**config.mk**
```make
export PLATFORM = sky130hd
export DESIGN_NAME = picomips_core
export DESIGN_NICKNAME = d
export VERILOG_FILES = /design/src/rtl/picomips_core.sv
export SDC_FILE = /design/constraint.sdc
export NUM_CORES = 1
export LEC_CHECK = 0
export BUFFER_PORTS_ARGS = -buffer_cell sky130_fd_sc_hd__buf_2
export CELL_PAD_IN_SITES_DETAIL_PLACEMENT = 0
export CELL_PAD_IN_SITES_GLOBAL_PLACEMENT = 1
export CORE_AREA = 3 3 183 96
export DETAILED_ROUTE_END_ITERATION = 10
export DIE_AREA = 0 0 186 99
export GPL_ROUTABILITY_DRIVEN = 1
export PLACE_DENSITY_LB_ADDON = 0.1
export SLEW_MARGIN = 10
export SYNTH_ARGS = -nofsm -noshare
export SYNTH_HDL_FRONTEND = slang
export SYNTH_SLANG_ARGS = --single-unit
export TNS_END_PERCENT = 10
```
**constraint.sdc**
```tcl
create_clock -name clk -period 8.6 [get_ports clk]
set_input_delay 0.86 -clock clk [delete_from_list [all_inputs] [get_ports clk]]
set_output_delay 0.86 -clock clk [all_outputs]
set_load 0.05 [all_outputs]
```
**src/rtl/picomips_core.sv**
```systemverilog
// picoMIPS-style single-cycle core: PC, decoder, register file, ALU with
// Q1.(N-1) fractional multiply, IDLE/RUN/HALT control and handshaked I/O.
module picomips_core #(
    parameter int N     = 8,
    parameter int NREG  = 8,
    parameter int PSIZE = 5,
    localparam int RB    = $clog2(NREG),
    localparam int ISIZE = 4 + 2*RB + N
) (
    input  logic             clk,
    input  logic             nreset,
    input  logic             start,
    output logic [PSIZE-1:0] paddr,
    input  logic [ISIZE-1:0] instr,
    input  logic [N-1:0]     in_data,
    input  logic             in_valid,
    output logic             in_ready,
    output logic [N-1:0]     out_data,
    output logic             out_valid,
    input  logic             out_ready,
    output logic             halted
);

    localparam logic [3:0] OP_ADD  = 4'h1;
    localparam logic [3:0] OP_ADDI = 4'h2;
    localparam logic [3:0] OP_SUB  = 4'h3;
    localparam logic [3:0] OP_SUBI = 4'h4;
    localparam logic [3:0] OP_MULI = 4'h5;
    localparam logic [3:0] OP_MOV  = 4'h6;
    localparam logic [3:0] OP_LDI  = 4'h7;
    localparam logic [3:0] OP_IN   = 4'h8;
    localparam logic [3:0] OP_OUT  = 4'h9;
    localparam logic [3:0] OP_BEQ  = 4'hA;
    localparam logic [3:0] OP_BNE  = 4'hB;
    localparam logic [3:0] OP_JMP  = 4'hC;
    localparam logic [3:0] OP_HALT = 4'hD;

    typedef enum logic [1:0] {S_IDLE, S_RUN, S_HALT} state_t;

    state_t            state, state_nxt;
    logic [PSIZE-1:0]  pc, pc_nxt;
    logic              z;
    logic [N-1:0]      regs [NREG];

    logic [3:0]        op;
    logic [RB-1:0]     rd, rs;
    logic signed [N-1:0] imm, rd_val, rs_val;
    logic [N-1:0]      result;
    logic              wr_en, z_en, stall, exec;

    // Q1.(N-1) multiply: keep the sign-plus-fraction window of the full product.
    function automatic logic [N-1:0] frac_mul(input logic signed [N-1:0] a,
                                              input logic signed [N-1:0] b);
        logic signed [2*N-1:0] p;
        p = a * b;
        return p[2*N-2:N-1];
    endfunction

    assign op     = instr[ISIZE-1 -: 4];
    assign rd     = instr[ISIZE-5 -: RB];
    assign rs     = instr[ISIZE-5-RB -: RB];
    assign imm    = instr[N-1:0];
    assign rd_val = regs[rd];
    assign rs_val = regs[rs];

    assign paddr    = pc;
    assign halted   = (state == S_HALT);
    assign in_ready = (state == S_RUN) && (op == OP_IN);

    assign stall = ((op == OP_IN) && !in_valid) ||
                   ((op == OP_OUT) && out_valid && !out_ready);
    assign exec  = (state == S_RUN) && !stall;

    always_comb begin
        result = rd_val;
        wr_en  = 1'b0;
        z_en   = 1'b0;
        unique case (op)
            OP_ADD:  begin result = rd_val + rs_val;       wr_en = 1'b1; z_en = 1'b1; end
            OP_ADDI: begin result = rd_val + imm;          wr_en = 1'b1; z_en = 1'b1; end
            OP_SUB:  begin result = rd_val - rs_val;       wr_en = 1'b1; z_en = 1'b1; end
            OP_SUBI: begin result = rd_val - imm;          wr_en = 1'b1; z_en = 1'b1; end
            OP_MULI: begin result = frac_mul(rd_val, imm); wr_en = 1'b1; z_en = 1'b1; end
            OP_MOV:  begin result = rs_val;                wr_en = 1'b1; end
            OP_LDI:  begin result = imm;                   wr_en = 1'b1; end
            OP_IN:   begin result = in_data;               wr_en = 1'b1; end
            default: ;
        endcase
    end

    always_comb begin
        state_nxt = state;
        pc_nxt    = pc;
        unique case (state)
            S_IDLE, S_HALT: begin
                if (start) begin
                    state_nxt = S_RUN;
                    pc_nxt    = '0;
                end
            end
            S_RUN: begin
                if (op == OP_HALT) begin
                    state_nxt = S_HALT;
                end else if (!stall) begin
                    if ((op == OP_JMP) || (op == OP_BEQ && z) || (op == OP_BNE && !z))
                        pc_nxt = imm[PSIZE-1:0];
                    else
                        pc_nxt = pc + PSIZE'(1);
                end
            end
            default: state_nxt = S_IDLE;
        endcase
    end

    always_ff @(posedge clk or negedge nreset) begin
        if (!nreset) begin
            state <= S_IDLE;
            pc    <= '0;
        end else begin
            state <= state_nxt;
            pc    <= pc_nxt;
        end
    end

    // r0 is never written, so it keeps its reset value of zero.
    always_ff @(posedge clk or negedge nreset) begin
        if (!nreset) begin
            for (int i = 0; i < NREG; i++) regs[i] <= '0;
            z <= 1'b0;
        end else if (exec) begin
            if (wr_en && (rd != '0)) regs[rd] <= result;
            if (z_en) z <= (result == '0);
        end
    end

    // A reload in the same cycle as a drain keeps out_valid high.
    always_ff @(posedge clk or negedge nreset) begin
        if (!nreset) begin
            out_data  <= '0;
            out_valid <= 1'b0;
        end else if (exec && (op == OP_OUT)) begin
            out_data  <= rd_val;
            out_valid <= 1'b1;
        end else if (out_valid && out_ready) begin
            out_valid <= 1'b0;
        end
    end

endmodule

```
==> impl_results.md, run 1 <==
- Run status: complete, no violations
- TritonCTS sink count: 81
- Top cells by area in the synthesized netlist: dfrtp_1 (26%), fa_1 (13%), mux2_2 (7.6%), mux4_2 (5.8%), ha_1 (5.6%)
- Design Area, Final: 8540 um2
- WP data required: 8.88 ns
- All-Layer GR Usage: 27.4%
- Final nets: 964
- Summed instance area of the synthesized netlist: 7820 um2
- Most frequent cells in the layout: inv_1 (99), dfrtp_1 (81), nand2_1 (65), nor2_1 (56), mux2_2 (53)
- Count of buffers inserted at the top-level ports: 46
- Clock buffer count from CTS: 9
- Num rows: 33
- Area share of the largest cell type after synthesis: 25.9%
- Number of design rule violations left after detail routing: 0
- Share of final-layout standard cells stronger than drive strength 1: 18.7%
- Buffer cell driving the clock tree root: clkbuf_16
- Die Wd: 186 um
- Worst r2r dst: z
- Clock period minus final worst setup slack: 7.92 ns
- Top_reg_cell synth: dfrtp_1
- Hold WC Path Type: reg2reg
- Placer Congestion: 0.970
- Total core area: 16100 um2
- Mean instance size in the synthesized netlist: 9.48 um2
- Initial Util: 48.6%
- Post-synth EDFFs: 0
- Element type at the critical path start: input port
- Post-synthesis sequential area ratio: 25.9%
- CP Data Arrival Time: 8.20 ns
- MaxCap Viol Count: 0
- Number of global-route vias before repair: 6374
- Final hold violation count: 0
- Instance area after placement: 8230 um2
- Finish-stage setup viols: 0
- Die Y: 99 um
- First-pass iteration count of the detailed router: 5
- Signed area change from the synthesized netlist to the final layout: 9.12%
- Async set or reset register ratio after synthesis: 100%
- TritonCTS clock tree: built
- Top-level I/O count: 47
- CTS clk-pin slew, worst paths: 0.06 ns
- Overall via count from detail_route: 6509
- Setup fix buffers added after clock tree synthesis: 0
- R2r worst-path depth: 23
- Routed len/inst: 22.8 um
- Nature of the critical path endpoint: flip-flop
- Crit share post-route: 92.1%
- Post-CTS Hold Buffers: 0
- Leading cell type in the layout, fill and taps excluded: inv_1
- Highest clock frequency the design can meet: 0.126 GHz
- Register bit total from synthesis: 81
- Die footprint: 18400 um2
- Max Buffers Root-to-Sink: 2
- Cell taking the most area after synthesis: dfrtp_1
- Relative max-transition margin: 20.2%
- Final routed wirelength across all metal layers: 24200 um
- Detailed placer's ending HPWL: 18800 um
- Total negative slack: 0 ns
- Diodes inserted: 0
- Reg2reg setup slack: 1.65 ns
- Critical path class: in2reg
- Count of cell types in the netlist: 70
- Post-route antenna net violation count: 0
- Setup repair after global routing missed its margin: false
- Initial DRC Count: 613
- Max-slew violation total from the final report: 0
- Clock latency at the later pin of the worst-skew pair: 0.34 ns
- Worst hold stages: 0
- Origin of the critical flop-to-flop path: regs[0]
- Critical Path Fanout Max: 24
- Total congestion overflow: 0
- Deepest level of the CTS H-tree: 3
- Worst slew pin tran: 1.19 ns
- Cell count after synthesis: 825
- First-pass GRT wire length: 38000 um
- Worst hold path startpoint: regs[58]
- Synthesized net count: 942
- Capture point of the worst path: z
- Clock skew: 0.00573 ns
- Pin count of the biggest net entering global routing: 82
- Worst setup startpoint: instr[11]
- Number of cells upsized or downsized after cts: 0
- Post-detailed-route via-to-cell ratio: 6.13
- Total of warnings raised by yosys: 0
- Antenna violations before repair: 1
==> how the worst min path moves through the flow <==
stage | to | slack, ns
finish | regs[58] | 0.40
global route | regs[61] | 0.42
CTS | regs[58] | 0.40
detailed placement | regs[58] | 0.38
global placement | regs[58] | 0.38
floorplan | regs[57] | 0.44
==> sequential cells by signal, summed over array words and instances, names as in the netlist <==
name and count:
regs 64, out_data 8, paddr 5, state 2, out_valid 1, z 1
==> critical path, cell delays in order <==
cell	delay (ns)
buf_2	0.43
clkinv_1	0.46
nor2_1	0.39
a22o_1	0.20
a221o_1	0.43
nand2_1	0.14
fa_1	0.52
fa_1	0.55
inv_1	0.05
fa_1	0.54
inv_1	0.06
fa_1	0.52
inv_1	0.04
ha_1	0.32
and4_1	0.20
a221oi_1	0.08
buf_4	0.18
a2111oi_0	0.68
o21ai_0	0.24
and4_1	0.27
a211oi_1	0.50
a41oi_1	0.25
o21ba_2	0.29
==> cell type report <==
| type | count | area [um2] |
|---|---|---|
| clock inverters | 5 | 81.3 |
| flip-flops and latches | 81 | 2030 |
| fillers | 1468 | 7570 |
| well taps | 210 | 263 |
| repair buffers | 56 | 308 |
| inverters | 101 | 379 |
| clock buffers | 10 | 229 |
| multi-input cells | 598 | 5250 |
==> synth_stat cells (all sizes together) (22+ instances only) <==
cell    number
a21oi       23
and2        22
clkbuf      41
dfrtp       81
fa          51
ha          35
inv         99
mux2        53
mux4        23
nand2       65
nor2        57
nor2b       27
o21ai       50
==> through the flow <==
stage / hold WS [ns] / std cells / setup slack, ns / utilization [%]
2_1_floorplan: 0.438 / 825 / 1.06 / -
3_3_place_gp: 0.382 / 1046 / 0.706 / 51.1
3_5_place_dp: 0.384 / 1046 / 0.459 / 51.1
4_1_cts: 0.400 / 1061 / 0.801 / 53.0
5_1_grt: 0.416 / 1061 / 0.194 / 53.0
6_report: 0.401 / 1061 / 0.682 / 53.0
==> metal layers <==
metal | global-route usage [%] | wire length, um
met3 | 7.52 | 2280
met1 | 45.9 | 12600
met5 | 0 | 0
met2 | 34.9 | 9110
met4 | 3.95 | 176
==> kinds of logic after synthesis <==
| group | after synthesis | share of synthesized area (%) |
|---|---|---|
| xor gates and xnor gates | 23 | 2.57 |
| AOI/OAI and AO/OA | 161 | 14.2 |
| and+or+nand+nor | 235 | 15.0 |
| adders and majority gates | 88 | 18.9 |
| muxes | 91 | 16.3 |
| buffers and inverters | 146 | 7.12 |
| DFF | 81 | 25.9 |
Power of run 1 is left out: the tool's default activity adds up to more than one toggle a clock period on the data nets, which glitch-free logic cannot reach.
==> inputs of run 2 (changes only) <==
BUFFER_PORTS_ARGS = default   (was -buffer_cell sky130_fd_sc_hd__buf_2)
CORE_AREA = 3 3 180 94   (was 3 3 183 96)
DIE_AREA = 0 0 183 97   (was 0 0 186 99)
DONT_BUFFER_PORTS = 1   (was default)
==> impl_results.md, run 2 (synthesis gave the netlist of run 1 again) <==
- Finish-stage setup viols: 0 (unchanged)
- Post-CTS Hold Buffers: 0 (unchanged)
- Crit-path leading delay family: compound AO/OA/AOI/OAI gates (unchanged)
- Origin of the critical flop-to-flop path: regs[32] (was regs[0])
- Clock skew: 0.0117 ns (was 0.00573 ns)
- Share of final-layout standard cells stronger than drive strength 1: 13.9% (was 18.7%)
- TritonCTS clock tree: built (unchanged)
- Post-detailed-route via-to-cell ratio: 6.11 (was 6.13)
- Relative max-transition margin: 31.9% (was 20.2%)
- End-of-flow core utilization: 53.7% (was 53.0%)
- Critical path class: in2reg (unchanged)
- Hold WC Path Type: in2async (was reg2reg)
- Worst setup startpoint: instr[11] (unchanged)
- Num rows: 32 (was 33)
- Number of design rule violations left after detail routing: 0 (unchanged)
- Die Y: 97 um (was 99 um)
- Top-level I/O count: 47 (unchanged)
- Placer Congestion: 0.868 (was 0.970)
- Buffers plus inverters on the worst setup path: 6 (unchanged)
- Worst slew pin tran: 1.02 ns (was 1.19 ns)
- Clock buffer count from CTS: 9 (unchanged)
- First-pass iteration count of the detailed router: 5 (unchanged)
- Count of buffers inserted at the top-level ports: 0 (was 46)
- All-Layer GR Usage: 26.1% (was 27.4%)
- Run status: complete, no violations (unchanged)
- Max-slew violation total from the final report: 0 (unchanged)
- Setup fix buffers added after clock tree synthesis: 0 (unchanged)
- Final hold violation count: 0 (unchanged)
- CP Cell Sequence: clkinv_1 > nor2_1 > a221oi_1 > o22ai_1 > inv_1 > nand2_1 > fa_1 > fa_1 > inv_1 > fa_1 > inv_1 > fa_1 > inv_1 > ha_1 > and4_1 > a221oi_1 > buf_4 > a2111oi_0 > o41ai_1 > xnor2_1 > nor2_1 > o41ai_2 > o22ai_1 (was buf_2 > clkinv_1 > nor2_1 > a22o_1 > a221o_1 > nand2_1 > fa_1 > fa_1 > inv_1 > fa_1 > inv_1 > fa_1 > inv_1 > ha_1 > and4_1 > a221oi_1 > buf_4 > a2111oi_0 > o21ai_0 > and4_1 > a211oi_1 > a41oi_1 > o21ba_2)
- Highest clock frequency the design can meet: 0.137 GHz (was 0.126 GHz)
- Count of fill cells added during filler insertion: 1416 (was 1468)
- Most frequent cells in the layout: inv_1 (99), dfrtp_1 (81), nand2_1 (65), nor2_1 (56), mux2_2 (53) (unchanged)
- Pin count of the biggest net entering global routing: 82 (unchanged)
- Clock period minus final worst setup slack: 7.30 ns (was 7.92 ns)
- Routed len/inst: 22.4 um (was 22.8 um)
- MaxCap Viol Count: 0 (unchanged)
- Highest cell delay on the worst timing path: 0.76 ns (was 0.68 ns)
- Leading cell type in the layout, fill and taps excluded: inv_1 (unchanged)
- Clock latency at the later pin of the worst-skew pair: 0.35 ns (was 0.34 ns)
- Nature of the critical path endpoint: flip-flop (unchanged)
- First-pass GRT wire length: 36000 um (was 38000 um)
- Setup repair after global routing missed its margin: false (unchanged)
- Crit share post-route: 84.9% (was 92.1%)
- Initial Util: 50.9% (was 48.6%)
- Non-filler cells in the finished layout: 1008 (was 1061)
- Max Buffers Root-to-Sink: 2 (unchanged)
- Total congestion overflow: 0 (unchanged)
- Signed area change from the synthesized netlist to the final layout: 5.52% (was 9.12%)
- Post-Place Cells: 992 (was 1046)
- Number of global-route vias before repair: 6227 (was 6374)
- Final nets: 916 (was 964)
- Element type at the critical path start: input port (unchanged)
- CTS clk-pin slew, worst paths: 0.07 ns (was 0.06 ns)
- Flip-flop count of the largest register, all copies and words added: 64 (unchanged)
- Total negative slack: 0 ns (unchanged)
- Final routed wirelength across all metal layers: 22600 um (was 24200 um)
- Detailed placer's ending HPWL: 16700 um (was 18800 um)
- Number of cells upsized or downsized after cts: 0 (unchanged)
- Critical Path Fanout Max: 24 (unchanged)
- CP Data Arrival Time: 7.49 ns (was 8.20 ns)
- Total core area: 15400 um2 (was 16100 um2)
- Largest Register: regs (unchanged)
- Buffer cell driving the clock tree root: clkbuf_16 (unchanged)
- Die Wd: 183 um (was 186 um)
- Diodes inserted: 0 (unchanged)
- Die footprint: 17800 um2 (was 18400 um2)
- Antenna violations before repair: 0 (was 1)
- WP data required: 8.79 ns (was 8.88 ns)
- TritonCTS sink count: 81 (unchanged)
- Deepest level of the CTS H-tree: 3 (unchanged)
- Initial DRC Count: 630 (was 613)
- Slowest stage cell, crit path: o41ai_2 (was a2111oi_0)
- Overall via count from detail_route: 6156 (was 6509)
- Post-route antenna net violation count: 0 (unchanged)
[run 2: final timing paths]
kind	end	slack [ns]	cells past startpoint
worst max-delay path	regs[23]	1.30	23
worst min-delay path	paddr[4]	0.20	0
worst max register to register	regs[23]	1.73	22
worst min register to register	regs[60]	0.41	0
max in group asynchronous	regs[27]	8.24	0
min in group clk	regs[60]	0.41	0
[run 2: cell type report]
type | count | area (um2) | share of cell area [%]
timing repair buffer | 8 | 60.1 | 0.727
tap | 204 | 255 | 3.09
sequential | 81 | 2030 | 24.6
multi-input combinational | 598 | 5250 | 63.5
clock buffer | 10 | 239 | 2.89
inverter | 101 | 379 | 4.59
clock inverter | 6 | 50.0 | 0.606
[run 2: stage by stage]
step           hold WS (ns)  worst slack [ns]  instance area [um2]
2_1_floorplan         0.438              1.06                 7820
3_3_place_gp          0.377              1.04                 7970
3_5_place_dp          0.386              1.01                 7970
4_1_cts               0.190              1.35                 8260
5_1_grt               0.194             0.716                 8260
6_report              0.203              1.30                 8260
[run 2: routing by layer]
layer	global-route usage (%)	wire, um	part of all wire, %
met5	0	0	0
met4	4.50	218	0.97
met3	4.32	1910	8.5
met2	39.8	10200	45
met1	39.8	10300	46
Power of run 2 is left out for the same reason.
==> inputs of run 3 (changes only) <==
clock period = 7.5 ns   (was 8.6 ns; I/O delays follow)
==> impl_results.md, run 3 (synthesis gave the netlist of run 1 again) <==
- Run status: complete, no violations (unchanged)
- Highest cell delay on the worst timing path: 0.65 ns (was 0.76 ns)
- Buffers plus inverters on the worst setup path: 5 (was 6)
- End-of-flow core utilization: 54.0% (was 53.7%)
- All-Layer GR Usage: 26.1% (about the same)
- Detailed placer's ending HPWL: 16700 um (about the same)
- Reg2reg setup slack: 0.72 ns (was 1.73 ns)
- Initial Util: 50.9% (unchanged)
- Crit-path leading delay family: adder cells (was compound AO/OA/AOI/OAI gates)
- Worst setup startpoint: instr[11] (unchanged)
- Most frequent cells in the layout: inv_1 (99), dfrtp_1 (81), nand2_1 (65), nor2_1 (56), mux2_2 (53) (unchanged)
- R2r worst-path depth: 20 (was 22)
- Placer Congestion: 0.896 (was 0.868)
- Hold WC Path Type: in2async (unchanged)
- Clock latency at the later pin of the worst-skew pair: 0.34 ns (was 0.35 ns)
- Pin count of the biggest net entering global routing: 82 (unchanged)
- Die Wd: 183 um (unchanged)
- Slowest stage cell, crit path: a221oi_1 (was o41ai_2)
- Buffer cell driving the clock tree root: clkbuf_16 (unchanged)
- MaxCap Viol Count: 0 (unchanged)
- Signed area change from the synthesized netlist to the final layout: 6.03% (was 5.52%)
- Final hold violation count: 0 (unchanged)
- Flip-flop count of the largest register, all copies and words added: 64 (unchanged)
- WP data required: 7.72 ns (was 8.79 ns)
- Number of cells upsized or downsized after cts: 0 (unchanged)
- Antenna violations before repair: 0 (unchanged)
- First-pass iteration count of the detailed router: 5 (unchanged)
- Largest Register: regs (unchanged)
- Hold Slack: 0.112 ns (was 0.203 ns)
- CP Cell Sequence: clkinv_1 > nor2_1 > a221oi_1 > o22ai_1 > inv_1 > nand2_1 > fa_1 > fa_1 > inv_1 > fa_1 > inv_1 > fa_1 > inv_1 > ha_1 > and4_1 > a221oi_1 > a211oi_1 > or4b_2 > a21oi_1 > o32ai_1 > a41oi_1 > o21ba_2 (was clkinv_1 > nor2_1 > a221oi_1 > o22ai_1 > inv_1 > nand2_1 > fa_1 > fa_1 > inv_1 > fa_1 > inv_1 > fa_1 > inv_1 > ha_1 > and4_1 > a221oi_1 > buf_4 > a2111oi_0 > o41ai_1 > xnor2_1 > nor2_1 > o41ai_2 > o22ai_1)
- TritonCTS sink count: 81 (unchanged)
- Die footprint: 17800 um2 (unchanged)
- Leading cell type in the layout, fill and taps excluded: inv_1 (unchanged)
- Total core area: 15400 um2 (unchanged)
- Post-route antenna net violation count: 0 (unchanged)
- Element type at the critical path start: input port (unchanged)
- Worst slew pin tran: 1.02 ns (about the same)
- Clock skew: 0.00959 ns (was 0.0117 ns)
- Number of design rule violations left after detail routing: 0 (unchanged)
- Clock period minus final worst setup slack: 6.86 ns
- Diodes inserted: 0 (unchanged)
- Total negative slack: 0 ns (unchanged)
- CP Data Arrival Time: 7.08 ns (was 7.49 ns)
- Die Y: 97 um (unchanged)
- Max-slew violation total from the final report: 0 (unchanged)
- Final routed wirelength across all metal layers: 22400 um (was 22600 um)
- Capture point of the worst path: z (was regs[23])
- Setup repair after global routing missed its margin: false (unchanged)
- Number of global-route vias before repair: 6201 (was 6227)
- Post-CTS Hold Buffers: 0 (unchanged)
- Clock buffer count from CTS: 9 (unchanged)
- Crit share post-route: 91.4%
- First-pass GRT wire length: 36000 um (about the same)
- Number of cells on the critical path: 22 (was 23)
- Num rows: 32 (unchanged)
- Overall via count from detail_route: 6187 (was 6156)
- Total congestion overflow: 0 (unchanged)
- Finish-stage setup viols: 0 (unchanged)
- Deepest level of the CTS H-tree: 3 (unchanged)
- TritonCTS clock tree: built (unchanged)
- Highest clock frequency the design can meet: 0.146 GHz
- Post-detailed-route via-to-cell ratio: 6.11 (about the same)
- Top-level I/O count: 47 (unchanged)
- Final nets: 920 (was 916)
- Count of buffers inserted at the top-level ports: 0 (unchanged)
- Routed len/inst: 22.1 um (was 22.4 um)
- Relative max-transition margin: 31.4% (was 31.9%)
- Max Buffers Root-to-Sink: 2 (unchanged)
- Origin of the critical flop-to-flop path: regs[58] (was regs[32])
- Setup fix buffers added after clock tree synthesis: 0 (unchanged)
- Nature of the critical path endpoint: flip-flop (unchanged)
- CTS clk-pin slew, worst paths: 0.06 ns (was 0.07 ns)
- Initial DRC Count: 601 (was 630)
- Critical Path Fanout Max: 24 (unchanged)
- Count of fill cells added during filler insertion: 1425 (was 1416)
- Share of final-layout standard cells stronger than drive strength 1: 14.4% (was 13.9%)
- Critical path class: in2reg (unchanged)
- Worst r2r dst: z (was regs[23])
run 3: cell count changes in the layout (fill, tap and decap cells not counted):
cell        before  now
buf_4            8   11
clkinvlp_4       1    0
buf_12           0    1
clkinv_2         1    2
run 3: worst reg2reg max path, delay by kind of cell, from the launching register on:
family                   cells  cell delay, ns
adder cells (fa/ha/maj)      5            2.37
AO/OA/AOI/OAI                6            1.75
multiplexers                 2            0.82
flip-flops                   1            0.40
buffers and inverters        4            0.38
AND/OR/NAND/NOR              3            0.95
run 3: worst min path at each step:
stage,to,slack [ns]
detailed placement,regs[59],0.39
global route,paddr[3],0.09
floorplan,regs[57],0.44
global placement,regs[60],0.38
CTS,out_data[1],0.1
finish,paddr[3],0.11
run 3: area by class of cell:
| type | count | area, um2 | area share [%] |
|---|---|---|---|
| flip-flops and latches | 81 | 2030 | 24.4 |
| inverters | 101 | 379 | 4.57 |
| multi-input cells | 598 | 5250 | 63.2 |
| repair buffers | 12 | 103 | 1.24 |
| clock inverters | 6 | 47.5 | 0.573 |
| well taps | 204 | 255 | 3.08 |
| clock buffers | 10 | 239 | 2.88 |
run 3: per-layer routing:
metal  vias to the layer above  wire, um  global-route usage, %
met5                         -         0                      0
met2                       206      9940                   39.1
li1                       2841         -                      -
met3                        24      1570                   5.56
met1                      3116     10600                   39.5
met4                         0       239                   4.50
run 3: metrics by stage:
step / instances / setup WS (ns) / cell area, um2
5_1_grt: 1012 / 0.103 / 8300
3_5_place_dp: 996 / 0.325 / 8010
6_report: 1012 / 0.641 / 8300
3_3_place_gp: 996 / 0.440 / 8010
2_1_floorplan: 825 / 0.0731 / 7820
4_1_cts: 1012 / 0.677 / 8300
Power of run 3 is left out for the same reason.
